===== config.mk =====
export PLATFORM = sky130hd
export DESIGN_NAME = pc_sequencer
export DESIGN_NICKNAME = d
export VERILOG_FILES = /design/src/rtl/pc_sequencer.sv
export SDC_FILE = /design/constraint.sdc
export NUM_CORES = 1
export LEC_CHECK = 0
export CAP_MARGIN = 25
export CORE_MARGIN = 5
export CORE_UTILIZATION = 52
export DETAILED_ROUTE_END_ITERATION = 10
export GPL_TIMING_DRIVEN = 0
export PLACE_DENSITY = 0.76
export SLEW_MARGIN = 20
export SYNTH_ARGS = -nofsm -noshare
export SYNTH_HDL_FRONTEND = slang
export SYNTH_SLANG_ARGS = --single-unit

===== constraint.sdc =====
create_clock -name i_clock -period 4.54 [get_ports i_clock]
set_clock_uncertainty 0.2 [all_clocks]
set_input_delay 0.908 -clock i_clock [delete_from_list [all_inputs] [get_ports i_clock]]
set_output_delay 0.908 -clock i_clock [all_outputs]
set_load 0.05 [all_outputs]

===== src/rtl/pc_sequencer.sv =====
// ---------------------------------------------------------------------------
// pc_sequencer
//   Program-counter sequencer for the Lapido datapath. Holds the fetch PC and
//   advances it by 4 each cycle. It also handles branch/jump loads, and it
//   handles call/return through an internal return-address stack (RAS).
//
// Parameters
//   RESET_VECTOR    PC value loaded on reset
//   RAS_DEPTH       return-address stack entries (power of 2, >= 2)
//
// Ports
//   i_clock          system clock, rising-edge
//   i_reset          synchronous active-high reset
//   i_stall          freeze PC, RAS and flags for this cycle
//   i_branch_taken   load PC from branch target, RAS untouched
//   i_call           load PC from branch target and push PC+4
//   i_ret            load PC from RAS top and pop
//   i_branch_target  destination address (low two bits ignored)
//   o_pc             current fetch address (registered)
//   o_pc_plus4       o_pc + 4, combinational, wraps modulo 2^32
//   o_ras_empty      RAS holds no entries (registered)
//   o_ras_full       RAS holds RAS_DEPTH entries (registered)
//   o_ras_error      one-cycle pulse after an illegal push/pop/combination
// ---------------------------------------------------------------------------
module pc_sequencer #(
  parameter logic [31:0] RESET_VECTOR = 32'h0000_0000,
  parameter int          RAS_DEPTH    = 8
) (
  input  logic        i_clock,
  input  logic        i_reset,
  input  logic        i_stall,
  input  logic        i_branch_taken,
  input  logic        i_call,
  input  logic        i_ret,
  input  logic [31:0] i_branch_target,
  output logic [31:0] o_pc,
  output logic [31:0] o_pc_plus4,
  output logic        o_ras_empty,
  output logic        o_ras_full,
  output logic        o_ras_error
);

  localparam int IDX_W = $clog2(RAS_DEPTH);
  // Pointer counts entries 0..RAS_DEPTH, so it needs one bit more than an index.
  localparam int PTR_W = IDX_W + 1;
  localparam logic [PTR_W-1:0] PTR_FULL = PTR_W'(RAS_DEPTH);

  logic [31:0]      r_pc;
  logic [31:0]      r_ras [RAS_DEPTH];
  logic [PTR_W-1:0] r_ptr;
  logic             r_empty;
  logic             r_full;
  logic             r_error;

  logic [31:0]      w_pc_plus4;
  logic [31:0]      w_target_aligned;
  logic [31:0]      w_push_value;
  logic [PTR_W-1:0] w_ptr_dec;
  logic [PTR_W-1:0] w_ptr_inc;
  logic [IDX_W-1:0] w_top_idx;
  logic [IDX_W-1:0] w_push_idx;

  logic [31:0]      w_pc_next;
  logic [PTR_W-1:0] w_ptr_next;
  logic             w_push;
  logic             w_error_next;

  assign w_pc_plus4       = r_pc + 32'd4;
  assign w_target_aligned = i_branch_target & ~32'h3;
  assign w_push_value     = w_pc_plus4 & ~32'h3;
  assign w_ptr_dec        = r_ptr - PTR_W'(1);
  assign w_ptr_inc        = r_ptr + PTR_W'(1);
  assign w_top_idx        = w_ptr_dec[IDX_W-1:0];
  assign w_push_idx       = r_ptr[IDX_W-1:0];

  // Next-state selection; priority is ret > call > branch > sequential.
  always_comb begin
    w_pc_next    = w_pc_plus4;
    w_ptr_next   = r_ptr;
    w_push       = 1'b0;
    w_error_next = 1'b0;
    if (i_ret) begin
      if (r_empty) begin
        // Pop from an empty stack: fall through sequentially and flag it.
        w_error_next = 1'b1;
      end else begin
        w_pc_next  = r_ras[w_top_idx];
        w_ptr_next = w_ptr_dec;
      end
      // A simultaneous call is dropped and reported.
      if (i_call) begin
        w_error_next = 1'b1;
      end
    end else if (i_call) begin
      // The jump still happens on overflow; only the push is lost.
      w_pc_next = w_target_aligned;
      if (r_full) begin
        w_error_next = 1'b1;
      end else begin
        w_push     = 1'b1;
        w_ptr_next = w_ptr_inc;
      end
    end else if (i_branch_taken) begin
      w_pc_next = w_target_aligned;
    end
  end

  always_ff @(posedge i_clock) begin
    if (i_reset) begin
      r_pc    <= RESET_VECTOR;
      r_ptr   <= '0;
      r_empty <= 1'b1;
      r_full  <= 1'b0;
      r_error <= 1'b0;
    end else if (i_stall) begin
      // Everything holds except the error pulse, which must not repeat.
      r_error <= 1'b0;
    end else begin
      r_pc    <= w_pc_next;
      r_ptr   <= w_ptr_next;
      r_empty <= (w_ptr_next == '0);
      r_full  <= (w_ptr_next == PTR_FULL);
      r_error <= w_error_next;
    end
  end

  // Stack storage has no reset: the pointer alone defines what is valid.
  always_ff @(posedge i_clock) begin
    if (!i_reset && !i_stall && w_push) begin
      r_ras[w_push_idx] <= w_push_value;
    end
  end

  assign o_pc        = r_pc;
  assign o_pc_plus4  = w_pc_plus4;
  assign o_ras_empty = r_empty;
  assign o_ras_full  = r_full;
  assign o_ras_error = r_error;

endmodule


==> impl_metrics.py, run 1 <==
metrics = {
    "final_layout": {
        "nets": 984,
        "post_route_cells_drive_above_1_share_pct": 19.61,
        "area_delta_synth_final_pct": 22.28,
        "fin_util_pct": 63.82,
        "final_cell_mix": "240 x edfxtp_1, 78 x clkdlybuf4s50_1, 60 x mux4_2",
        "final_area_um2": 14850,
        "final_common_cell": "edfxtp_1",
        "antennaDiodeCount": 0,
    },
    "global_route": {
        "met3_usage_pct": 4.758,
        "use_met2_pct": 38.45,
        "grt_usage_pct": 24.34,
        "busiest_layer": "met2",
        "use_met1_pct": 35.54,
        "first_global_vias": 7713,
        "grt_pass1_wl_um": 48500,
        "grt_max_degree": 19,
        "grt_overflow": 0,
        "antenna_found_initial": 0,
    },
    "floorplan": {
        "start_util_pct": 52.19,
        "core_um2": 23260,
        "rows": 56,
        "fp.dieW_um": 162.8,
        "die_h_um": 162.8,
        "boundaryPins": 105,
        "die-area_um2": 26500,
    },
    "critical_path": {
        "required_ns": 3.43,
        "rrSetupSlack_ns": 0.31,
        "worst_r2r_endpoint": "o_pc[25]",
        "end_kind": "output port",
        "arrival_ns": 3.26,
        "crit_type": "reg -> out",
        "crit_path_max_fanout": 10,
        "worst-r2r-cell-count": 12,
        "startpoint_type": "register",
        "reg2reg_from": "r_ptr[0]",
    },
    "timing": {
        "finalHoldViolations": 0,
        "fin_crit_ns": 4.369,
        "relSlewSlack_pct": 38.61,
        "setup_ws_ns": 0.1711,
        "setup_viol": 0,
        "setup_tns_ns": 0,
        "rsz0062_at_grt": "false",
        "post-route-period-util_pct": 96.23,
        "tightest_slew_ns": 0.9143,
        "final_max_slew_viol_count": 0,
        "max_clock_freq_mhz": 228.9,
    },
    "route": {
        "drtIter0Drc": 873,
        "drc": 0,
        "wl_per_cell_um": 25.30,
        "num_vias": 7869,
        "antenna_left": 0,
        "firstDrtPassIters": 7,
        "vias_per_cell": 6.133,
        "wl_um": 32460,
    },
    "clock_tree": {
        "numCtsBuffers": 28,
        "clockBufferDepth": 3,
        "cts_setup_buffers": 0,
        "cts_sinks": 277,
        "cts_tree": "yes",
        "root_buffer": "clkbuf_16",
        "clk_latency_ns": 0.55,
        "path_clk_slew_ns": 0.07,
        "htree_levels": 1,
    },
    "yosys": {
        "ys_warn_count": 0,
        "syn_area_um2": 12140,
        "async_flop_share_pct": 0,
        "synth_cells": 798,
        "avgSynthCellArea_um2": 15.21,
        "synthFlopType": "edfxtp_1",
        "ys_ff_latch": 277,
        "synthDistinctLibCells": 67,
        "ys_seq_area_share_pct": 65.46,
        "synth_edf_count": 240,
    },
    "outcome": {
        "outcome": "completed",
    },
    "worst_hold_path": {
        "worstHoldStart": "r_ptr[3]",
        "hold_end": "r_ptr[3]",
        "hold_path.class": "reg -> reg",
        "hold_depth": 2,
    },
    "power_and_ir_drop": {
        "ir_drop_uv": 333.2,
        "power_density_nw_per_um2": 417.0,
        "p_leak_nw": 5.043,
    },
    "placement": {
        "placed_area_um2": 13810,
        "gp_congestion": 0.9394,
        "portBuffers": 98,
        "place_ws_ns": -0.07304,
        "hpwl_um": 22920,
    },
    "flow_run": {
        "drv_cap": 0,
    },
}
layer usage:
metal / vias to the layer above / routed length, um
met5: - / 0
met4: 0 / 746
met3: 69 / 3121
met2: 447 / 15390
met1: 3918 / 13200
li1: 3435 / -
where the power goes:
group	total [mW]	internal, mW	switching, mW
logic	1.03	0.385	0.641
clock network	2.28	1.34	0.936
registers	2.89	2.83	0.0605
critical path, cell delays in order (launching register included):
cell and delay, ns:
dfxtp_1 0.57, nand4_2 0.34, nor4_4 0.53, nand3_1 0.32, xnor2_4 0.39, clkdlybuf4s15_1 0.56
worst max path at each step:
stage,from,end,slack [ns],cells after the start
after floorplan,i_stall,r_ras[1][0],0.15,4
after global placement,i_stall,r_ras[1][5],-2.85,5
after detailed placement,r_ptr[0],o_pc[25],-0.07,12
after CTS,o_pc[11],o_pc_plus4[17],0.02,5
after global routing,o_pc[16],o_pc_plus4[27],0.00001,5
final,o_pc[16],o_pc_plus4[27],0.17,5
registers in the layout, summed over array words and instances, names as in the netlist:
| name | count |
|---|---|
| r_ras | 240 |
| o_pc | 30 |
| r_ptr | 4 |
| o_ras_empty | 1 |
| o_ras_error | 1 |
| o_ras_full | 1 |
layout make-up:
class	instances	area [um^2]
Buffer	54	267.8
Clock buffer	40	767.0
Clock inverter	11	131.4
Fill cell	1692	8417
Inverter	19	71.32
Multi-Input combinational cell	451	4081
Sequential cell	277	7948
Tap cell	319	399.1
Timing Repair Buffer	112	1180
what timing repair did:
action / in CTS / in global routing
hold buffers: 0 / 0
endpoints found under the setup margin: 18 / 18
gates resized for setup: 32 / 25
logic make-up (layout without fill, tap and decap cells):
kind of cell | after synthesis | in the layout | synth area share [%]
fa+ha+maj | 3 | 3 | 0.3092
xor+xnor | 30 | 30 | 2.164
other cells | 1 | 4 | 0.03089
mux | 85 | 85 | 13.29
compound gates | 142 | 142 | 7.781
buf+inv | 73 | 236 | 2.772
flops | 277 | 277 | 65.46
simple gates | 187 | 187 | 8.183
through the flow:
stage	hold WS, ns	power (mW)	cells
after floorplan	0.2756	3.600	801
after global placement	0.2857	3.932	1218
after detailed placement	0.3271	3.952	1232
after CTS	0.3347	6.198	1283
after global routing	0.3762	6.380	1283
final	0.3295	6.190	1283
synthesized netlist by cell type, types with 6 or more instances:
cell type	instances	area share, %
mux4_2	60	11
nand4_1	8	0.41
mux2_2	10	0.93
clkbuf_1	30	0.93
inv_1	19	0.59
edfxtp_1	240	59
buf_4	10	0.62
xnor2_1	24	1.7
a211oi_1	19	1.2
nor3_1	15	0.62
nand2_1	47	1.5
a21oi_1	41	1.7
nor2_1	49	1.5
mux2i_1	15	1.2
o211ai_1	8	0.49
nor2b_1	9	0.46
xor2_1	6	0.43
o21ai_0	22	0.91
buf_2	8	0.33
nand3_1	16	0.66
dfxtp_1	37	6.1
(Power assumes the default switching activity.)
==> run 2, diff against run 1 <==
Settings changed: CORE_ASPECT_RATIO set to 0.9, REMOVE_ABC_BUFFERS set to 1.
==> impl_metrics.py, run 2 (same netlist as run 1, synthesis figures left out) <==
metrics = {
    "route": {
        "num_vias": 7579,
        "wl_met1_um": 12030,
        "wl_met3_um": 2281,
        "wl_um": 29580,
        "met2_length_um": 14190,
        "firstDrtPassIters": 5,
        "drc": 0,
        "drtIter0Drc": 850,
        "wl_per_cell_um": 24.27,
        "vias_per_cell": 6.217,
        "antenna_left": 0,
        "top_layer": "met4",
    },
    "floorplan": {
        "fp.dieW_um": 171.1,
        "boundaryPins": 105,
        "rows": 53,
        "die_h_um": 155.0,
        "start_util_pct": 52.31,
        "core_um2": 23210,
        "die-area_um2": 26510,
    },
    "timing": {
        "max_clock_freq_mhz": 226.1,
        "post-route-period-util_pct": 97.43,
        "finalHoldViolations": 0,
        "relSlewSlack_pct": 41.56,
        "setup_ws_ns": 0.1168,
        "rsz0062_at_grt": "false",
        "tightest_slew_ns": 0.8734,
        "final_max_slew_viol_count": 0,
        "setup_viol": 0,
        "fin_crit_ns": 4.423,
    },
    "final_layout": {
        "largest_register_ffs": 240,
        "antennaDiodeCount": 0,
        "post_route_cells_drive_above_1_share_pct": 19.74,
        "regMostFlops": "r_ras",
        "area_delta_synth_final_pct": 21.00,
        "final_common_cell": "edfxtp_1",
        "final_area_um2": 14690,
        "final_cell_mix": "240 x edfxtp_1, 77 x clkdlybuf4s50_1, 60 x mux4_2",
        "multiInputGateArea_um2": 4078,
        "nets": 937,
        "nFillCells": 1615,
        "regArea_um2": 7954,
    },
    "critical_path": {
        "worstSetupEndpoint": "o_pc_plus4[27]",
        "worst-path-stages": 5,
        "crit_path_max_fanout": 10,
        "crit_type": "reg -> out",
        "arrival_ns": 3.32,
        "reg2reg_from": "r_ptr[0]",
        "cp_slowest_cell": "dlygate4sd2_1",
        "critPathBufInv": 1,
        "crit_family": "simple AND/OR/NAND/NOR gates",
        "slowest_delay_ns": 0.61,
        "worst-r2r-cell-count": 10,
        "end_kind": "output port",
        "startpoint_type": "register",
        "worstSetupStartpoint": "o_pc[16]",
        "required_ns": 3.43,
        "worst_r2r_endpoint": "o_pc[16]",
        "path_cells": "nand4_2 -> nor4_4 -> nand3_1 -> xnor2_2 -> dlygate4sd2_1",
        "rrSetupSlack_ns": 1.05,
    },
    "clock_tree": {
        "cts_tree": "yes",
        "htree_levels": 1,
        "clockBufferDepth": 3,
        "path_clk_slew_ns": 0.07,
        "cts_setup_buffers": 0,
        "clk_latency_ns": 0.53,
        "cts_sinks": 277,
        "root_buffer": "clkbuf_16",
        "numCtsBuffers": 28,
        "cts_hold_buf": 0,
    },
    "global_route": {
        "first_global_vias": 7574,
        "grt_max_degree": 43,
        "grt_pass1_wl_um": 45260,
        "antenna_found_initial": 0,
        "grt_usage_pct": 22.42,
        "grt_overflow": 0,
    },
    "power_and_ir_drop": {
        "power_density_nw_per_um2": 413.1,
        "ir_drop_uv": 245.6,
        "p_leak_nw": 4.965,
    },
    "outcome": {
        "outcome": "completed",
    },
    "placement": {
        "portBuffers": 98,
        "place_ws_ns": 0.02801,
        "hpwl_um": 19270,
        "placed_area_um2": 13710,
        "gp_congestion": 0.8385,
    },
    "worst_hold_path": {
        "hold_depth": 2,
        "hold_path.class": "reg -> reg",
    },
    "flow_run": {
        "drv_cap": 0,
    },
}
## run 2: cell types whose count changed in the layout (fill, tap and decap cells not counted), sizes merged
cell           delta
bufinv            -1
clkinvlp          -1
clkdlybuf4s15     -2
clkdlybuf4s50     -1
clkdlybuf4s18     +1
clkbuf           -36
clkinv            +5
buf              -14
dlygate4sd2       +2
## run 2: worst register-to-register path, stage by stage, from the launching register on
cell      delay (ns)
dfxtp_4         0.60
buf_12          0.27
inv_1           0.13
ha_4            0.58
buf_12          0.30
mux4_2          0.37
mux2_2          0.28
a221oi_1        0.36
a21oi_1         0.12
nor2_1          0.10
a211oi_1        0.06
## run 2: how the worst min path moves through the flow
| stage | start | slack (ns) | endpoint |
|---|---|---|---|
| global route | r_ptr[3] | 0.34 | r_ptr[3] |
| floorplan | r_ptr[3] | 0.28 | r_ptr[3] |
| detailed placement | r_ptr[3] | 0.31 | r_ptr[3] |
| finish | r_ptr[3] | 0.33 | r_ptr[3] |
| global placement | r_ptr[3] | 0.28 | r_ptr[3] |
| CTS | r_ptr[3] | 0.32 | r_ptr[3] |
## run 2: layer usage
| layer | vias to the layer above | GRT usage, % |
|---|---|---|
| li1 | 3346 | - |
| met1 | 3789 | 32.10 |
| met2 | 359 | 35.23 |
| met3 | 85 | 4.014 |
| met4 | 0 | 7.620 |
| met5 | - | 0 |
## run 2: report_power, final
group          total, mW  leakage [nW]  switching (mW)  internal [mW]
combinational      0.974          2.04           0.579          0.396
sequential          2.91          2.51          0.0796           2.83
clock               2.19         0.424           0.911           1.28
total               6.07          4.96            1.57           4.50
## run 2: final cells by class
class | count | area share, %
Sequential cell | 277 | 54.14
Multi-Input combinational cell | 451 | 27.76
Timing Repair Buffer | 119 | 9.113
Clock buffer | 37 | 5.144
Tap cell | 302 | 2.572
Clock inverter | 14 | 0.7836
Inverter | 19 | 0.4855
## run 2: stage by stage
step | setup TNS [ns] | hold WS [ns] | util [%] | total power [mW] | cells
floorplan | -160.42 | 0.2756 | - | 3.582 | 747
global placement | -904.12 | 0.2845 | 57.07 | 3.907 | 1147
detailed placement | 0 | 0.3150 | 59.08 | 3.927 | 1168
CTS | 0 | 0.3227 | 63.28 | 6.088 | 1219
global route | 0 | 0.3357 | 63.29 | 6.285 | 1219
finish | 0 | 0.3319 | 63.29 | 6.069 | 1219
## run 2: timing repair
item	4_1_cts	5_1_grt
pin swaps	0	0
resized for setup	34	9
endpoints found under the setup margin	19	10
